--- config.mk ---
export PLATFORM = sky130hd
export DESIGN_NAME = sel_seq
export DESIGN_NICKNAME = d
export VERILOG_FILES = /design/src/rtl/sel_seq.sv
export SDC_FILE = /design/constraint.sdc
export NUM_CORES = 1
export LEC_CHECK = 0
export BUFFER_PORTS_ARGS = -buffer_cell sky130_fd_sc_hd__buf_4
export CAP_MARGIN = 10
export CORE_UTILIZATION = 51
export CTS_BUF_LIST = sky130_fd_sc_hd__clkbuf_16
export DETAILED_ROUTE_END_ITERATION = 8
export PLACE_DENSITY = 0.75
export SLEW_MARGIN = 20
export SYNTH_ARGS = -nofsm -noshare
export SYNTH_HDL_FRONTEND = slang
export SYNTH_SLANG_ARGS = --single-unit
export TNS_END_PERCENT = 100
--- constraint.sdc ---
create_clock -name ck -period 1.7 [get_ports ck]
set_input_delay 0.085 -clock ck [delete_from_list [all_inputs] [get_ports ck]]
set_output_delay 0.085 -clock ck [all_outputs]
set_load 0.01 [all_outputs]
--- src/rtl/sel_seq.sv ---
// rtl/sel_seq.sv - three-phase select sequencer with serial MSB-first data output
module sel_seq #(
    parameter int DWELL_W = 4
) (
    input  logic               ck,
    input  logic               res,
    input  logic               start,
    input  logic [DWELL_W-1:0] dwell,
    input  logic [7:0]         data_in,
    output logic [1:0]         sel,
    output logic               fin,
    output logic               busy,
    output logic               done
);

    typedef enum logic [1:0] {
        IDLE = 2'b00,
        RUN  = 2'b01,
        DONE = 2'b10
    } state_t;

    localparam logic [DWELL_W-1:0] CNT_ONE = {{(DWELL_W-1){1'b0}}, 1'b1};

    state_t             state;
    logic [7:0]         shreg;
    logic [DWELL_W-1:0] cnt;
    logic [DWELL_W-1:0] dwell_r;

    always_ff @(posedge ck) begin
        if (!res) begin
            state   <= IDLE;
            sel     <= 2'b00;
            fin     <= 1'b0;
            busy    <= 1'b0;
            done    <= 1'b0;
            cnt     <= '0;
            shreg   <= '0;
            dwell_r <= '0;
        end else begin
            case (state)
                IDLE: begin
                    sel  <= 2'b00;
                    fin  <= 1'b0;
                    busy <= 1'b0;
                    done <= 1'b0;
                    if (start) begin
                        state   <= RUN;
                        fin     <= data_in[7];
                        shreg   <= {data_in[6:0], 1'b0};
                        dwell_r <= dwell;
                        cnt     <= '0;
                        busy    <= 1'b1;
                    end
                end
                RUN: begin
                    // Zero fill means fin naturally reads 0 once all 8 bits are out.
                    fin   <= shreg[7];
                    shreg <= {shreg[6:0], 1'b0};
                    if (cnt != dwell_r) begin
                        cnt <= cnt + CNT_ONE;
                    end else begin
                        cnt <= '0;
                        if (sel != 2'b10) begin
                            sel <= sel + 2'b01;
                        end else begin
                            state <= DONE;
                            done  <= 1'b1;
                            busy  <= 1'b0;
                            sel   <= 2'b00;
                            fin   <= 1'b0;
                        end
                    end
                end
                DONE: begin
                    state <= IDLE;
                    done  <= 1'b0;
                    sel   <= 2'b00;
                    fin   <= 1'b0;
                    busy  <= 1'b0;
                end
                default: begin
                    state <= IDLE;
                    done  <= 1'b0;
                    sel   <= 2'b00;
                    fin   <= 1'b0;
                    busy  <= 1'b0;
                end
            endcase
        end
    end

endmodule

==> results of run 1 <==
==> layer usage <==
metal	track usage, %	vias up
met5	0	-
met4	13.3	0
met3	6.00	7
met2	33.0	19
met1	28.0	352
li1	-	373
==> power groups by stage <==
stage	clock (mW)	sequential, mW	combinational (mW)
after CTS	0.501	0.582	0.235
after global routing	0.523	0.587	0.253
after detailed placement	0	0.593	0.232
after global placement	0	0.592	0.225
after floorplan	0	0.590	0.155
final	0.494	0.581	0.233
==> per-stage QoR <==
step / hold WS (ns) / worst slack [ns] / total power [mW] / instances / util, %
after CTS: 0.0617 / 0.233 / 1.32 / 141 / 69.7
after detailed placement: 0.327 / 0.271 / 0.825 / 137 / 65.1
final: 0.0615 / 0.242 / 1.31 / 141 / 69.7
after floorplan: 0.207 / 0.278 / 0.745 / 93 / -
after global routing: 0.0645 / 0.150 / 1.36 / 141 / 69.7
after global placement: 0.320 / 0.341 / 0.816 / 137 / 65.1
==> state kept, by name (all words and copies together) (netlist names) <==
| register | flops |
|---|---|
| state | 2 |
| shreg | 7 |
| dwell_r | 4 |
| busy | 1 |
| cnt | 4 |
| fin | 1 |
| done | 1 |
| sel | 2 |
==> cells in the mapped netlist <==
cell type / count / area share (%)
a211oi_1: 6 / 4.8
a21oi_1: 1 / 0.53
a22o_1: 1 / 0.93
a22oi_1: 1 / 0.80
a2bb2oi_1: 1 / 0.93
a32o_1: 2 / 2.1
buf_2: 1 / 0.53
buf_4: 1 / 0.80
clkbuf_1: 2 / 0.80
dfxtp_1: 22 / 47
ha_1: 1 / 1.3
inv_1: 2 / 0.80
mux2i_1: 12 / 13
nand2_1: 2 / 0.80
nand2b_1: 1 / 0.67
nand3b_2: 1 / 1.2
nand4_1: 1 / 0.67
nor2_1: 20 / 8.0
nor2b_1: 1 / 0.67
nor3b_1: 1 / 0.80
nor3b_2: 1 / 1.3
nor4_4: 1 / 2.3
o21ba_2: 1 / 1.1
o21bai_1: 1 / 0.80
o22ai_1: 1 / 0.67
o31a_1: 1 / 0.93
or2_1: 1 / 0.67
xor2_1: 6 / 5.6
==> area by class of cell <==
| class | instances | area (um2) | share of cell area [%] |
|---|---|---|---|
| inverters | 2 | 7.51 | 0.624 |
| well taps | 25 | 31.3 | 2.60 |
| multi-input cells | 65 | 473 | 39.3 |
| repair buffers | 23 | 173 | 14.3 |
| flip-flops and latches | 22 | 440 | 36.6 |
| clock buffers | 3 | 75.1 | 6.24 |
| clock inverters | 1 | 3.75 | 0.312 |
==> how the worst max path moves through the flow <==
stage / from / end / slack (ns) / cells past startpoint
floorplan: cnt[0]$_SDFFE_PN0P_ / busy$_SDFFE_PN0P_ / 0.28 / 4
detailed placement: cnt[0]$_SDFFE_PN0P_ / busy$_SDFFE_PN0P_ / 0.27 / 4
CTS: cnt[0]$_SDFFE_PN0P_ / busy$_SDFFE_PN0P_ / 0.23 / 4
global route: cnt[0]$_SDFFE_PN0P_ / busy$_SDFFE_PN0P_ / 0.15 / 4
global placement: dwell_r[3]$_SDFFE_PN0P_ / busy$_SDFFE_PN0P_ / 0.34 / 4
finish: cnt[0]$_SDFFE_PN0P_ / busy$_SDFFE_PN0P_ / 0.24 / 4
==> logic make-up (layout without fill, tap and decap cells) <==
group / count (synthesis) / in the layout / synth area share (%)
compound gates: 16 / 16 / 13.6
simple gates: 30 / 30 / 17.0
buf+inv: 6 / 29 / 2.93
xor+xnor: 6 / 6 / 5.59
fa+ha+maj: 1 / 1 / 1.33
flops: 22 / 22 / 46.8
mux: 12 / 12 / 12.8
==> worst max-delay path: stages (launching register included) <==
cell and delay, ns:
dfxtp_1 0.41, xor2_1 0.13, nor4_4 0.34, nand3b_2 0.18, a32o_1 0.29
==> flow_metrics.tcl, run 1 <==
set metrics [dict create \
    run_status "completed" \
    grt_overflow 0 \
    sw_frac_of_total_pct 24.2 \
    nFillCells 137 \
    routed-wl-met3_um 72 \
    ff2ff_setup_slack_ns 0.24 \
    layout_commonest_cell "buf_4" \
    hold_depth 3 \
    final_max_slew_viol_count 0 \
    worstMarginPinSlew_ns 0.356 \
    place.gp.congestion 0.850 \
    synth_cell_types 28 \
    synthToLayoutAreaGrowth_pct 27.9 \
    drive_gt1_share_pct 25.9 \
    drt_iter0_markers 6 \
    r2r_cells 4 \
    hold_end "dwell_r[0]$_SDFFE_PN0P_" \
    p_comb_share_pct 17.8 \
    endpoint_kind "flop" \
    portBuffers 19 \
    cts_resized 0 \
    hold_viol_final 0 \
    postCtsSetupBuffers 0 \
    antenna_cells 0 \
    reg2reg_to "busy$_SDFFE_PN0P_" \
    max_cap_violations 0 \
    skew_ns 0.00148 \
    placed_cell_area_um2 1120 \
    worstPathArrival_ns 1.60 \
    fin_crit_ns 1.46 \
    die_y_um 45.0 \
    initial_utilization_pct 54.5 \
    start_kind "flop" \
    met2_length_um 971 \
    clockPowerShare_pct 37.7 \
    final_antenna_net_count 0 \
    grt_pass1_wl_mm 3.07 \
    cts-buffers-inserted 3 \
    switching_power_mw 0.317 \
    hp-class "primary input to flop" \
    grt_setup_unrepaired "false" \
    power_density_nw_per_um2 1090 \
    cts.sinks 22 \
    die-area_um2 2020 \
    design_area_um2 1200 \
    cts_tree "built" \
    leakage_nw 0.552 \
    clkLatencyLatePin_ns 0.25 \
    min_from "dwell[0]" \
    intPower_mw 0.992 \
    ys_seq_elements 22 \
    crit_required_ns 1.85 \
    synth_area_um2 941 \
    slew_headroom_pct 76.2 \
    setup_viol 0 \
    clock_path_buffers 2 \
    seq_power_share_pct 44.4 \
    synth_cells 93 \
    final_nets 133 \
    ys_seq_area_share_pct 46.8 \
    firstDrtPassIters 4 \
    viasPerCell 5.33 \
    hold_buffers 0 \
    ioPinCount 20 \
    layout_common_cells "23 x buf_4, 22 x dfxtp_1, 20 x nor2_1" \
    top_layer "met4" \
    chipWidth_um 45.0 \
    tns_ns 0 \
    core_area_um2 1730 \
    reg2reg_from "cnt[0]$_SDFFE_PN0P_" \
    wirelength_mm 1.93 \
    crit_type "flop to flop" \
    grtUsageTotal_pct 22.0 \
    hpwl_mm 1.37 \
    grt_pass1_vias 665 \
    grt_max_degree 16 \
    cp_max_fo 5 \
    wl_per_cell_um 13.7 \
    max_freq_mhz 686 \
    peakVddDrop_v 0.00109 \
    antenna_found_initial 0 \
    placementRows 15 \
    drc 0 \
    synth_area_per_cell_um2 10.1 \
    drt-met1-wl_um 833 \
    cts.htree.levels 1 \
    path_clk_slew_ns 0.06 \
    vias 751 \
    finalCritPeriodShare_pct 85.8 \
    syn_nets 109 \
    clock-root-buffer "clkbuf_16" \
    yosysWarnings 0 \
]
(Power assumes the default switching activity.)
==> inputs of run 2 (changes only) <==
Settings changed: CORE_UTILIZATION 51 to 46, PLACE_DENSITY 0.75 to 0.72.
Clock period 1.7 ns to 1.3 ns, I/O delays scaled along.
==> flow_metrics.tcl, run 2 (synthesized netlist as in run 1, its figures left out) <==
set metrics [dict create \
    run_status "finished, violations left" \
    violations "setup timing" \
    grtUsageTotal_pct 19.0 \
    sw_frac_of_total_pct 24.4 \
    max_freq_mhz 694 \
    drc 0 \
    worstPathArrival_ns 1.58 \
    vias 772 \
    switching_power_mw 0.435 \
    drt_iter0_markers 10 \
    fin_cells 151 \
    hold_viol_final 0 \
    met2_length_um 913 \
    cts-buffers-inserted 3 \
    die_y_um 47.2 \
    cp_max_fo 5 \
    endpoint_kind "flop" \
    routed-wl-met3_um 52 \
    slew_headroom_pct 68.3 \
    core_area_um2 1820 \
    hold_depth 3 \
    r2r_cells 5 \
    clkLatencyLatePin_ns 0.26 \
    hold_end "dwell_r[3]$_SDFFE_PN0P_" \
    antenna_cells 0 \
    drive_gt1_share_pct 34.9 \
    max_cap_violations 0 \
    final_antenna_net_count 0 \
    placed_cell_area_um2 1200 \
    skew_ns 0.00616 \
    viasPerCell 5.11 \
    final_nets 143 \
    tns_ns -0.578 \
    grt_setup_unrepaired "true" \
    dpl_worst_slack_ns -0.122 \
    initial_utilization_pct 51.7 \
    cp-startpoint "dwell_r[3]$_SDFFE_PN0P_" \
    p_total_mw 1.78 \
    design_area_um2 1320 \
    antenna_found_initial 0 \
    fin_crit_ns 1.44 \
    dp.cells 146 \
    worstMarginPinSlew_ns 0.474 \
    portBuffers 19 \
    cts_tree "built" \
    grt_pass1_wl_mm 2.94 \
    intPower_mw 1.34 \
    firstDrtPassIters 4 \
    wl_per_cell_um 12.5 \
    hpwl_mm 1.42 \
    clock_path_buffers 2 \
    grt_overflow 0 \
    cts.htree.levels 1 \
    seq_power_share_pct 42.6 \
    ioPinCount 20 \
    drt-met1-wl_um 877 \
    top_layer "met4" \
    ff2ff_setup_slack_ns -0.14 \
    leakage_nw 0.626 \
    largest_reg_flops 7 \
    chipWidth_um 47.2 \
    finalCritPeriodShare_pct 111 \
    hp-class "primary input to flop" \
    grt_max_degree 14 \
    placementRows 15 \
    clock-root-buffer "clkbuf_16" \
    die-area_um2 2230 \
    synthToLayoutAreaGrowth_pct 40.0 \
    grt_pass1_vias 711 \
    top_regs "shreg (7), cnt (4), dwell_r (4)" \
    crit_required_ns 1.44 \
    layout_commonest_cell "buf_4" \
    setup_slack_ns -0.141 \
    start_kind "flop" \
    place.gp.congestion 0.824 \
    peakVddDrop_v 0.000997 \
    wirelength_mm 1.88 \
    p_comb_share_pct 20.9 \
    crit_type "flop to flop" \
    cts.sinks 22 \
    power_density_nw_per_um2 1350 \
    reg2reg_from "dwell_r[3]$_SDFFE_PN0P_" \
    min_from "dwell[3]" \
    path_clk_slew_ns 0.05 \
    final_max_slew_viol_count 0 \
    layout_common_cells "33 x buf_4, 21 x dfxtp_1, 20 x nor2_1" \
    top_register "shreg" \
    clockPowerShare_pct 36.4 \
    setup_viol 7 \
    reg2reg_to "busy$_SDFFE_PN0P_" \
]
-- run 2: changes by cell type in the layout (fill, tap and decap cells not counted), sizes merged --
cell  before  now
buf       23   33
-- run 2: routing by layer --
metal	vias to the layer above	global-route usage, %
li1	395	-
met1	357	24.1
met2	15	31.2
met3	5	3.46
met4	0	8.57
met5	-	0
-- run 2: how the worst max path moves through the flow --
stage	slack (ns)	end	depth (start not counted)
6_report	-0.14	busy$_SDFFE_PN0P_	5
4_1_cts	-0.13	busy$_SDFFE_PN0P_	5
2_1_floorplan	-0.09	busy$_SDFFE_PN0P_	4
3_3_place_gp	-0.08	busy$_SDFFE_PN0P_	5
3_5_place_dp	-0.12	busy$_SDFFE_PN0P_	5
5_1_grt	-0.20	busy$_SDFFE_PN0P_	5
-- run 2: critical path, cell delays in order, from the launching register on --
cell	delay, ns
dfxtp_1	0.31
xor2_1	0.18
nor4_4	0.31
buf_4	0.20
nand3b_4	0.10
a32o_1	0.23
-- run 2: stage by stage --
| stage | hold WS [ns] | util, % |
|---|---|---|
| 2_1_floorplan | 0.187 | - |
| 3_3_place_gp | 0.299 | 66.0 |
| 3_5_place_dp | 0.308 | 66.0 |
| 4_1_cts | 0.0492 | 70.7 |
| 5_1_grt | 0.0639 | 72.4 |
| 6_report | 0.0455 | 72.4 |
-- run 2: layout make-up --
class | count | area (um2)
Sequential cell | 22 | 442
Timing Repair Buffer | 33 | 248
Clock inverter | 1 | 3.75
Fill cell | 152 | 503
Clock buffer | 3 | 75.1
Inverter | 2 | 7.51
Tap cell | 25 | 31.3
Multi-Input combinational cell | 65 | 510
-- run 2: repair_timing --
| action | 4_1_cts | 5_1_grt |
|---|---|---|
| gates resized for setup | 2 | 3 |
| endpoints found under the setup margin | 9 | 11 |
| hold endpoints to repair | 0 | 0 |
| hold buffers | 0 | 0 |
| setup buffers | 0 | 1 |
| pin swaps | 0 | 1 |
-- run 2: power by group through the flow --
stage                     sequential (mW)  combinational, mW  clock (mW)
after floorplan                     0.772              0.207           0
after global placement              0.769              0.334           0
after detailed placement            0.772              0.345           0
after CTS                           0.757              0.356       0.654
after global routing                0.763              0.400       0.678
final                               0.758              0.372       0.648
